## config.mk

```make
export PLATFORM = sky130hd
export DESIGN_NAME = computational_unit
export DESIGN_NICKNAME = d
export VERILOG_FILES = /design/src/rtl/computational_unit_pkg.sv /design/src/rtl/computational_unit_alu.sv /design/src/rtl/computational_unit.sv
export SDC_FILE = /design/constraint.sdc
export NUM_CORES = 1
export LEC_CHECK = 0
export ABC_AREA = 1
export ABC_CLOCK_PERIOD_IN_PS = 4800
export CAP_MARGIN = 10
export CORE_MARGIN = 2
export CORE_UTILIZATION = 45
export CTS_BUF_LIST = sky130_fd_sc_hd__clkbuf_4
export DETAILED_ROUTE_END_ITERATION = 6
export MAX_ROUTING_LAYER = met4
export PLACE_DENSITY_LB_ADDON = 0.3
export SLEW_MARGIN = 20
export SYNTH_ARGS = -nofsm -noshare
export SYNTH_HDL_FRONTEND = slang
export SYNTH_SLANG_ARGS = --single-unit
```

## constraint.sdc

```tcl
create_clock -name clk -period 4.8 [get_ports clk]
set_clock_uncertainty 0.2 [all_clocks]
set_input_delay 0.48 -clock clk [delete_from_list [all_inputs] [get_ports clk]]
set_output_delay 0.48 -clock clk [all_outputs]
set_load 0.01 [all_outputs]
```

## src/rtl/computational_unit_pkg.sv

```systemverilog
// Shared constants for the computational unit: data_bus source codes, ALU
// function codes and reg_en bit positions.
package computational_unit_pkg;

  localparam logic [3:0] SRC_X0    = 4'd0;
  localparam logic [3:0] SRC_X1    = 4'd1;
  localparam logic [3:0] SRC_Y0    = 4'd2;
  localparam logic [3:0] SRC_Y1    = 4'd3;
  localparam logic [3:0] SRC_R     = 4'd4;
  localparam logic [3:0] SRC_M     = 4'd5;
  localparam logic [3:0] SRC_I     = 4'd6;
  localparam logic [3:0] SRC_DM    = 4'd7;
  localparam logic [3:0] SRC_IR    = 4'd8;
  localparam logic [3:0] SRC_IPINS = 4'd9;

  localparam logic [2:0] FN_NEG   = 3'b000;
  localparam logic [2:0] FN_SUB   = 3'b001;
  localparam logic [2:0] FN_ADD   = 3'b010;
  localparam logic [2:0] FN_MULHI = 3'b011;
  localparam logic [2:0] FN_MULLO = 3'b100;
  localparam logic [2:0] FN_XOR   = 3'b101;
  localparam logic [2:0] FN_AND   = 3'b110;
  localparam logic [2:0] FN_NOT   = 3'b111;

  localparam int EN_X0    = 0;
  localparam int EN_X1    = 1;
  localparam int EN_Y0    = 2;
  localparam int EN_Y1    = 3;
  localparam int EN_R     = 4;
  localparam int EN_M     = 5;
  localparam int EN_I     = 6;
  localparam int EN_DM_WE = 7;
  localparam int EN_O     = 8;

endpackage

```

## src/rtl/computational_unit_alu.sv

```systemverilog
// Combinational 4-bit ALU (module cu_alu). The multiplier exists only when
// CU_MULTIPLY_EN is defined; otherwise the multiply codes pass r through.
module cu_alu
  import computational_unit_pkg::*;
(
  input  logic [3:0] x,
  input  logic [3:0] y,
  input  logic [3:0] r,
  input  logic [3:0] fn,
  output logic [3:0] alu_out
);

`ifdef CU_MULTIPLY_EN
  logic [7:0] prod;
  assign prod = {4'b0000, x} * {4'b0000, y};
`endif

  always_comb begin
    alu_out = r;
    case (fn[2:0])
      // fn[3] turns the two unary codes into no-ops that keep r
      FN_NEG:   alu_out = fn[3] ? r : (4'd0 - x);
      FN_SUB:   alu_out = x - y;
      FN_ADD:   alu_out = x + y;
`ifdef CU_MULTIPLY_EN
      FN_MULHI: alu_out = prod[7:4];
      FN_MULLO: alu_out = prod[3:0];
`else
      FN_MULHI: alu_out = r;
      FN_MULLO: alu_out = r;
`endif
      FN_XOR:   alu_out = x ^ y;
      FN_AND:   alu_out = x & y;
      FN_NOT:   alu_out = fn[3] ? r : ~x;
      default:  alu_out = r;
    endcase
  end

endmodule

```

## src/rtl/computational_unit.sv

```systemverilog
// Register file, data_bus source mux and result register of the 4-bit
// computational unit. Optional multiply functions: define CU_MULTIPLY_EN.
module computational_unit
  import computational_unit_pkg::*;
(
  input  logic       clk,
  input  logic       rst_n,
  input  logic       sync_reset,
  input  logic [8:0] reg_en,
  input  logic [3:0] source_sel,
  input  logic [3:0] nibble_ir,
  input  logic       i_sel,
  input  logic       x_sel,
  input  logic       y_sel,
  input  logic [3:0] dm,
  input  logic [3:0] i_pins,
  output logic [3:0] x0,
  output logic [3:0] x1,
  output logic [3:0] y0,
  output logic [3:0] y1,
  output logic [3:0] r,
  output logic [3:0] m,
  output logic [3:0] i,
  output logic [3:0] o_reg,
  output logic [3:0] data_bus,
  output logic [3:0] alu_out,
  output logic       r_eq_0
);

  logic [3:0] x0_q, x0_d, x1_q, x1_d, y0_q, y0_d, y1_q, y1_d;
  logic [3:0] r_q, r_d, m_q, m_d, i_q, i_d, o_q, o_d;
  logic       r_eq_0_q, r_eq_0_d;
  logic       unused_dm_we;

  // Data-memory write enable is carried in reg_en but consumed elsewhere
  assign unused_dm_we = reg_en[EN_DM_WE];

  always_comb begin
    data_bus = 4'h0;
    case (source_sel)
      SRC_X0:    data_bus = x0_q;
      SRC_X1:    data_bus = x1_q;
      SRC_Y0:    data_bus = y0_q;
      SRC_Y1:    data_bus = y1_q;
      SRC_R:     data_bus = r_q;
      SRC_M:     data_bus = m_q;
      SRC_I:     data_bus = i_q;
      SRC_DM:    data_bus = dm;
      SRC_IR:    data_bus = nibble_ir;
      SRC_IPINS: data_bus = i_pins;
      default:   data_bus = 4'h0;
    endcase
  end

  cu_alu u_alu (
    .x       (x_sel ? x1_q : x0_q),
    .y       (y_sel ? y1_q : y0_q),
    .r       (r_q),
    .fn      (nibble_ir),
    .alu_out (alu_out)
  );

  always_comb begin
    x0_d     = reg_en[EN_X0] ? data_bus : x0_q;
    x1_d     = reg_en[EN_X1] ? data_bus : x1_q;
    y0_d     = reg_en[EN_Y0] ? data_bus : y0_q;
    y1_d     = reg_en[EN_Y1] ? data_bus : y1_q;
    m_d      = reg_en[EN_M]  ? data_bus : m_q;
    o_d      = reg_en[EN_O]  ? data_bus : o_q;
    i_d      = i_q;
    r_d      = r_q;
    r_eq_0_d = r_eq_0_q;
    if (reg_en[EN_I]) i_d = i_sel ? (i_q + m_q) : data_bus;
    // sync_reset clears only the result path; other loads still proceed
    if (sync_reset) begin
      r_d      = 4'h0;
      r_eq_0_d = 1'b1;
    end else if (reg_en[EN_R]) begin
      r_d      = alu_out;
      r_eq_0_d = (alu_out == 4'h0);
    end
  end

  always_ff @(posedge clk or negedge rst_n) begin
    if (!rst_n) begin
      x0_q     <= 4'h0;
      x1_q     <= 4'h0;
      y0_q     <= 4'h0;
      y1_q     <= 4'h0;
      r_q      <= 4'h0;
      m_q      <= 4'h0;
      i_q      <= 4'h0;
      o_q      <= 4'h0;
      r_eq_0_q <= 1'b1;
    end else begin
      x0_q     <= x0_d;
      x1_q     <= x1_d;
      y0_q     <= y0_d;
      y1_q     <= y1_d;
      r_q      <= r_d;
      m_q      <= m_d;
      i_q      <= i_d;
      o_q      <= o_d;
      r_eq_0_q <= r_eq_0_d;
    end
  end

  assign x0     = x0_q;
  assign x1     = x1_q;
  assign y0     = y0_q;
  assign y1     = y1_q;
  assign r      = r_q;
  assign m      = m_q;
  assign i      = i_q;
  assign o_reg  = o_q;
  assign r_eq_0 = r_eq_0_q;

endmodule

```

# --- After elaboration in Yosys (flattened, before gate mapping) ---
# Index checks and enable logic that the tools add are counted.
classes:
  eq_ne: 16
  bitwise: 3
  reduce_logical: 5
  muxes: 11
  add_sub_neg: 4
op_table:
  columns: ["cell", "n"]
  rows:
  - ["4-bit one-hot mux with 10 select lines", 1]
  - ["4-bit two-way mux", 7]
  - ["4-bit one-hot mux with 7 select lines", 1]
  - ["4-bit by 3-bit equality test with 1-bit output, second input constant", 4]
  - ["3-bit equality test, second input constant", 4]
  - ["4-bit adder", 2]
  - ["4-bit by 2-bit equality test with 1-bit output, second input constant", 2]
  - ["4-bit equality test, second input constant", 2]
  - ["4-bit logical NOT", 2]
  - ["3-bit by 2-bit equality test with 1-bit output, second input constant", 2]
  - ["4-bit AND", 1]
  - ["4-bit by 1-bit equality test with 1-bit output, second input constant", 1]
  - ["4-bit inverter", 1]
  - ["1-bit by 4-bit subtractor with 4-bit output, first input constant", 1]
  - ["4-bit subtractor", 1]
  - ["4-bit XOR", 1]
  - ["3-bit by 1-bit equality test with 1-bit output, second input constant", 1]
  - ["3-bit logical NOT", 1]
  - ["1-bit two-way mux", 2]
  - ["2-bit nonzero test", 1]
  - ["2-bit OR reduction", 1]
totals:
  out_inout_bits: 41
  ff_bits: 33
  inputBits: 31

# --- Logic depth before layout (Yosys ltp) ---
depth:
  word_depth: 7
  ltp_mapped: 21
  mapped_depth_nobuf: 21

# --- Hierarchy ---
# Synthesis repeated with hierarchy kept, for this count alone.
unflattened:
  cells_unflattened: 394
  hier_area_um2: 2555.0
by_module_without_submodules:
  columns: ["module", "area_each_um2", "n_inst", "cells_per_inst"]
  rows:
  - ["computational_unit", 1945.6, 1, 278]
  - ["cu_alu", 609.3, 1, 116]

# --- Worst setup path before layout ---
# Ideal clock, no wire load.
synth_path:
  kind: "input port to output port"
  from: "in y_sel"
  to: "out alu_out[3]"
  stages: 20
  n_path_buf: 0
  t_arrival_ps: 2130
  slack_ps: 1990
  cell_sequence: "inv_1 > nand2_1 > nand2_1 > ha_1 > inv_1 > nand2_1 > xnor2_1 > inv_1 > ha_1 > nand2_1 > nand2_1 > nor2_1 > nand3_1 > nand2_1 > nand2_1 > nand2_1 > nand2_1 > nand2_1 > nand2_1 > inv_1"
synth_via:
  elab_chain_cells: 3
  elab_cells_between_ends: 6
  cone_classes: "add/sub (2); mux (2); bitwise (2)"
synth_rtl:
  columns: ["element", "line_no", "source"]
  rows:
  - ["start, declared", "computational_unit.sv:14", "input logic y_sel,"]
  - ["4-bit two-way mux *", "computational_unit.sv:57", ".y (y_sel ? y1_q : y0_q),"]
  - ["4-bit adder, or another cell as far along", "computational_unit_alu.sv:24", "FN_ADD: alu_out = x + y;"]
  - ["4-bit one-hot mux with 7 select lines *", "computational_unit_alu.sv:20", "case (fn[2:0])"]
  - ["end, declared", "computational_unit.sv:26", "output logic [3:0] alu_out,"]
# Mark *: on every way between the ends. The rest lies on a longest branch, timed or not.

# --- Worst setup path in the final report ---
# Ends and elaborated chain as after synthesis.

==> flow_metrics.py <==
metrics = {
    "clock_network": {
        "cts_root_buf": "clkbuf_4",
        "post_cts.repair.setup_buffers": 0,
        "cts.repair.resized": 0,
        "ctsLongestPathBuffers": 2,
        "cts_hold_buf": 0,
        "numClockSinks": 33,
        "clk_pin_slew_worst_paths_ps": 100,
        "cts_tree": "yes",
        "tritoncts.num_buffers": 5,
        "cts-htree-levels": 2,
        "insertion_delay_ps": 330,
    },
    "global_routing": {
        "antenna_violations_before_repair": 0,
        "grt_pass1_vias": 2621,
        "largest_net_degree_at_the_start_of_global_routing": 34,
        "grt.total_usage": 0.258,
        "global_route_wire_length_before_repair_mm": 12.2,
        "global_route.overflow_total": 0,
    },
    "sta": {
        "setup_viol": 0,
        "timing.final.crit_period_ps": 4210,
        "maxSlewHeadroom": 0.603,
        "maxSlewViolCount": 0,
        "fin_setup_tns_ps": 0,
        "worst_pin_slew_ps": 594,
        "max_freq_mhz": 238,
        "timing_hold_violations_final": 0,
        "unrepaired_setup_endpoints_after_global_routing": "no",
        "final_critical_path_share_of_the_clock_period": 0.876,
    },
    "power_and_ir_drop": {
        "worst_ir_drop_vdd_mv": 0.207,
        "pwr_density_cell_nw_per_um2": 289,
        "power.leakage_nw": 1.65,
    },
    "logic_synthesis": {
        "ys_seq_elements": 33,
        "postSynthCellCount": 382,
        "synth.cell_area_sq_um": 2540,
        "avgSynthCellArea_sq_um": 6.65,
        "synth_enable_flop_cells": 0,
        "biggest_area_consumer_among_synthesized_cells": "dfrtp_1",
        "synth.most_common_cell": "nand2_1",
        "synth_flop_cell": "dfrtp_1",
        "synth_commonest_cells": "116 x nand2_1, 61 x inv_1, 41 x o21ai_0",
        "asyncSetResetFlopFracSynth": 1.00,
        "synth.distinct_cells": 31,
        "netlist.area_leader.share": 0.315,
        "mappedNetlistNets": 426,
        "synth_sequential_area_ratio": 0.326,
        "ys_top_cells_by_area": "dfrtp_1 32%, nand2_1 17%, inv_1 9.0%, o21ai_0 8.1%, nand3_1 7.5%",
        "ys.warnings.count": 0,
    },
    "routing": {
        "dr_total_vias": 2728,
        "drtPass1Iterations": 5,
        "post-route-drc-count": 0,
        "detail-route-antenna-nets": 0,
        "dr.first_iter.drc_count": 202,
        "finalWirelength_mm": 7.30,
        "vias_per_cell": 5.17,
        "routed_len_inst_microns": 13.8,
    },
    "placement": {
        "port_buffers": 70,
        "dp_hpwl_mm": 5.81,
        "gpl.final_weighted_congestion": 0.943,
    },
    "critical_path": {
        "start_kind": "input port",
        "rr_startpoint": "y0[1]",
        "slowest_delay_ps": 570,
        "crit_end_category": "output port",
        "worstPathArrival_ps": 3530,
        "worst-r2r-setup-slack_ps": 2000,
        "r2r_cells": 16,
        "timing.critical_path.required_ps": 4120,
        "path_class": "input port to output port",
        "slowest_stage": "clkdlybuf4s50_1",
        "critical_path.most_common_cell": "nand2_1",
        "path_max_fanout": 7,
        "critical_path.reg2reg.endpoint": "r_eq_0",
        "cp_cell_sequence": "clkdlybuf4s50_1 -> inv_1 -> nand2_1 -> nand2_1 -> ha_1 -> inv_1 -> nand2_1 -> xnor2_1 -> inv_1 -> ha_1 -> nand2_1 -> nand2_1 -> nor2_1 -> nand3_1 -> nand2_1 -> nand2_1 -> nand2_1 -> nand2_1 -> nand2_1 -> nand2_1 -> inv_1 -> clkdlybuf4s50_1",
    },
    "hold_path": {
        "worstHoldEndpoint": "o_reg[0]",
        "holdPathStages": 2,
        "hp-class": "flop to flop",
        "hold_start": "o_reg[0]",
    },
    "run_status": {
        "outcome": "completed",
    },
    "die": {
        "core-area_sq_um": 5470,
        "placement_rows": 27,
        "num_io_pins": 72,
        "fp.dieArea_sq_um": 6260,
        "die_w_microns": 79.1,
        "start_util": 0.464,
        "die_h_microns": 79.1,
    },
    "layout": {
        "layout_stage_area_growth_over_the_synthesis_result_pct": 32.9,
        "final_core_density": 0.617,
        "area.sequential_sq_um": 827,
        "layout_cell_share_with_drive_strength_beyond_1": 0.0526,
        "area_of_the_multi_input_gates_sq_um": 1440,
        "n_fill_cell": 533,
        "diodes": 0,
        "nets_final": 500,
    },
    "job": {
        "maxCapViolations": 0,
    },
}
-- how the worst max path moves through the flow --
stage / from / end / cells past startpoint
after floorplan: y_sel / alu_out[3] / 20
after global placement: y_sel / alu_out[3] / 22
after detailed placement: y_sel / alu_out[3] / 22
after CTS: y_sel / alu_out[3] / 22
after global routing: y_sel / alu_out[3] / 22
final: y_sel / alu_out[3] / 22
-- power breakdown --
part	total [mW]	switching, mW	internal, mW
clock	0.198	0.0919	0.106
combinational	0.425	0.229	0.196
sequential	0.352	0.0359	0.316
-- metal layers --
metal / part of all wire / global-route usage / up-vias
met2: 0.47 / 0.414 / 89
met3: 0.046 / 0.0341 / 12
met1: 0.46 / 0.335 / 1240
li1: - / - / 1387
met4: 0.021 / 0.0948 / 0
met5: 0 / - / -
-- area by class of cell --
cell class | count | area share
timing repair buffer | 71 | 0.210
tap | 72 | 0.0267
inverter | 63 | 0.0701
multi-input combinational | 282 | 0.427
clock inverter | 2 | 0.0104
clock buffer | 5 | 0.0111
sequential | 33 | 0.245
-- worst max-delay path: cells and delay by family --
family,cells,cell delay (ps)
and+or+nand+nor,13,1000
xor gates and xnor gates,1,130
adders and majority gates,2,540
buffers and inverters,6,1370
-- per-stage QoR --
step	power [mW]	cell area (sq um)	setup WS, ps	hold WS (ps)	std cells
2_1_floorplan	0.574	2540	1990	-15.6	382
3_3_place_gp	0.771	3300	633	264	521
3_5_place_dp	0.779	3300	582	267	521
4_1_cts	0.978	3370	575	293	528
5_1_grt	1.04	3370	240	314	528
6_report	0.976	3370	595	301	528
-- placed cells by master (no fill, tap or decap), types with 2 or more instances in the layout --
master,count
inv_2,2
xnor2_1,4
nand4_1,5
a21oi_1,5
clkbuf_4,5
nand2_1,116
nand3_1,38
o21ai_2,2
o21ai_0,41
clkdlybuf4s50_1,70
dfrtp_1,32
mux2_2,3
nor2_1,34
ha_1,11
inv_1,61
nand3_2,2
o22ai_1,8
fa_1,2
-- cells by family (layout without fill, tap and decap cells) --
kind of cell / after synthesis / count (layout) / share of synthesized area
mux: 3 / 3 / 0.0133
simple gates: 202 / 202 / 0.342
fa+ha+maj: 13 / 13 / 0.0700
xor+xnor: 5 / 5 / 0.0172
flops: 33 / 33 / 0.326
buf+inv: 67 / 141 / 0.107
compound gates: 59 / 59 / 0.125
(Power assumes the default switching activity.)
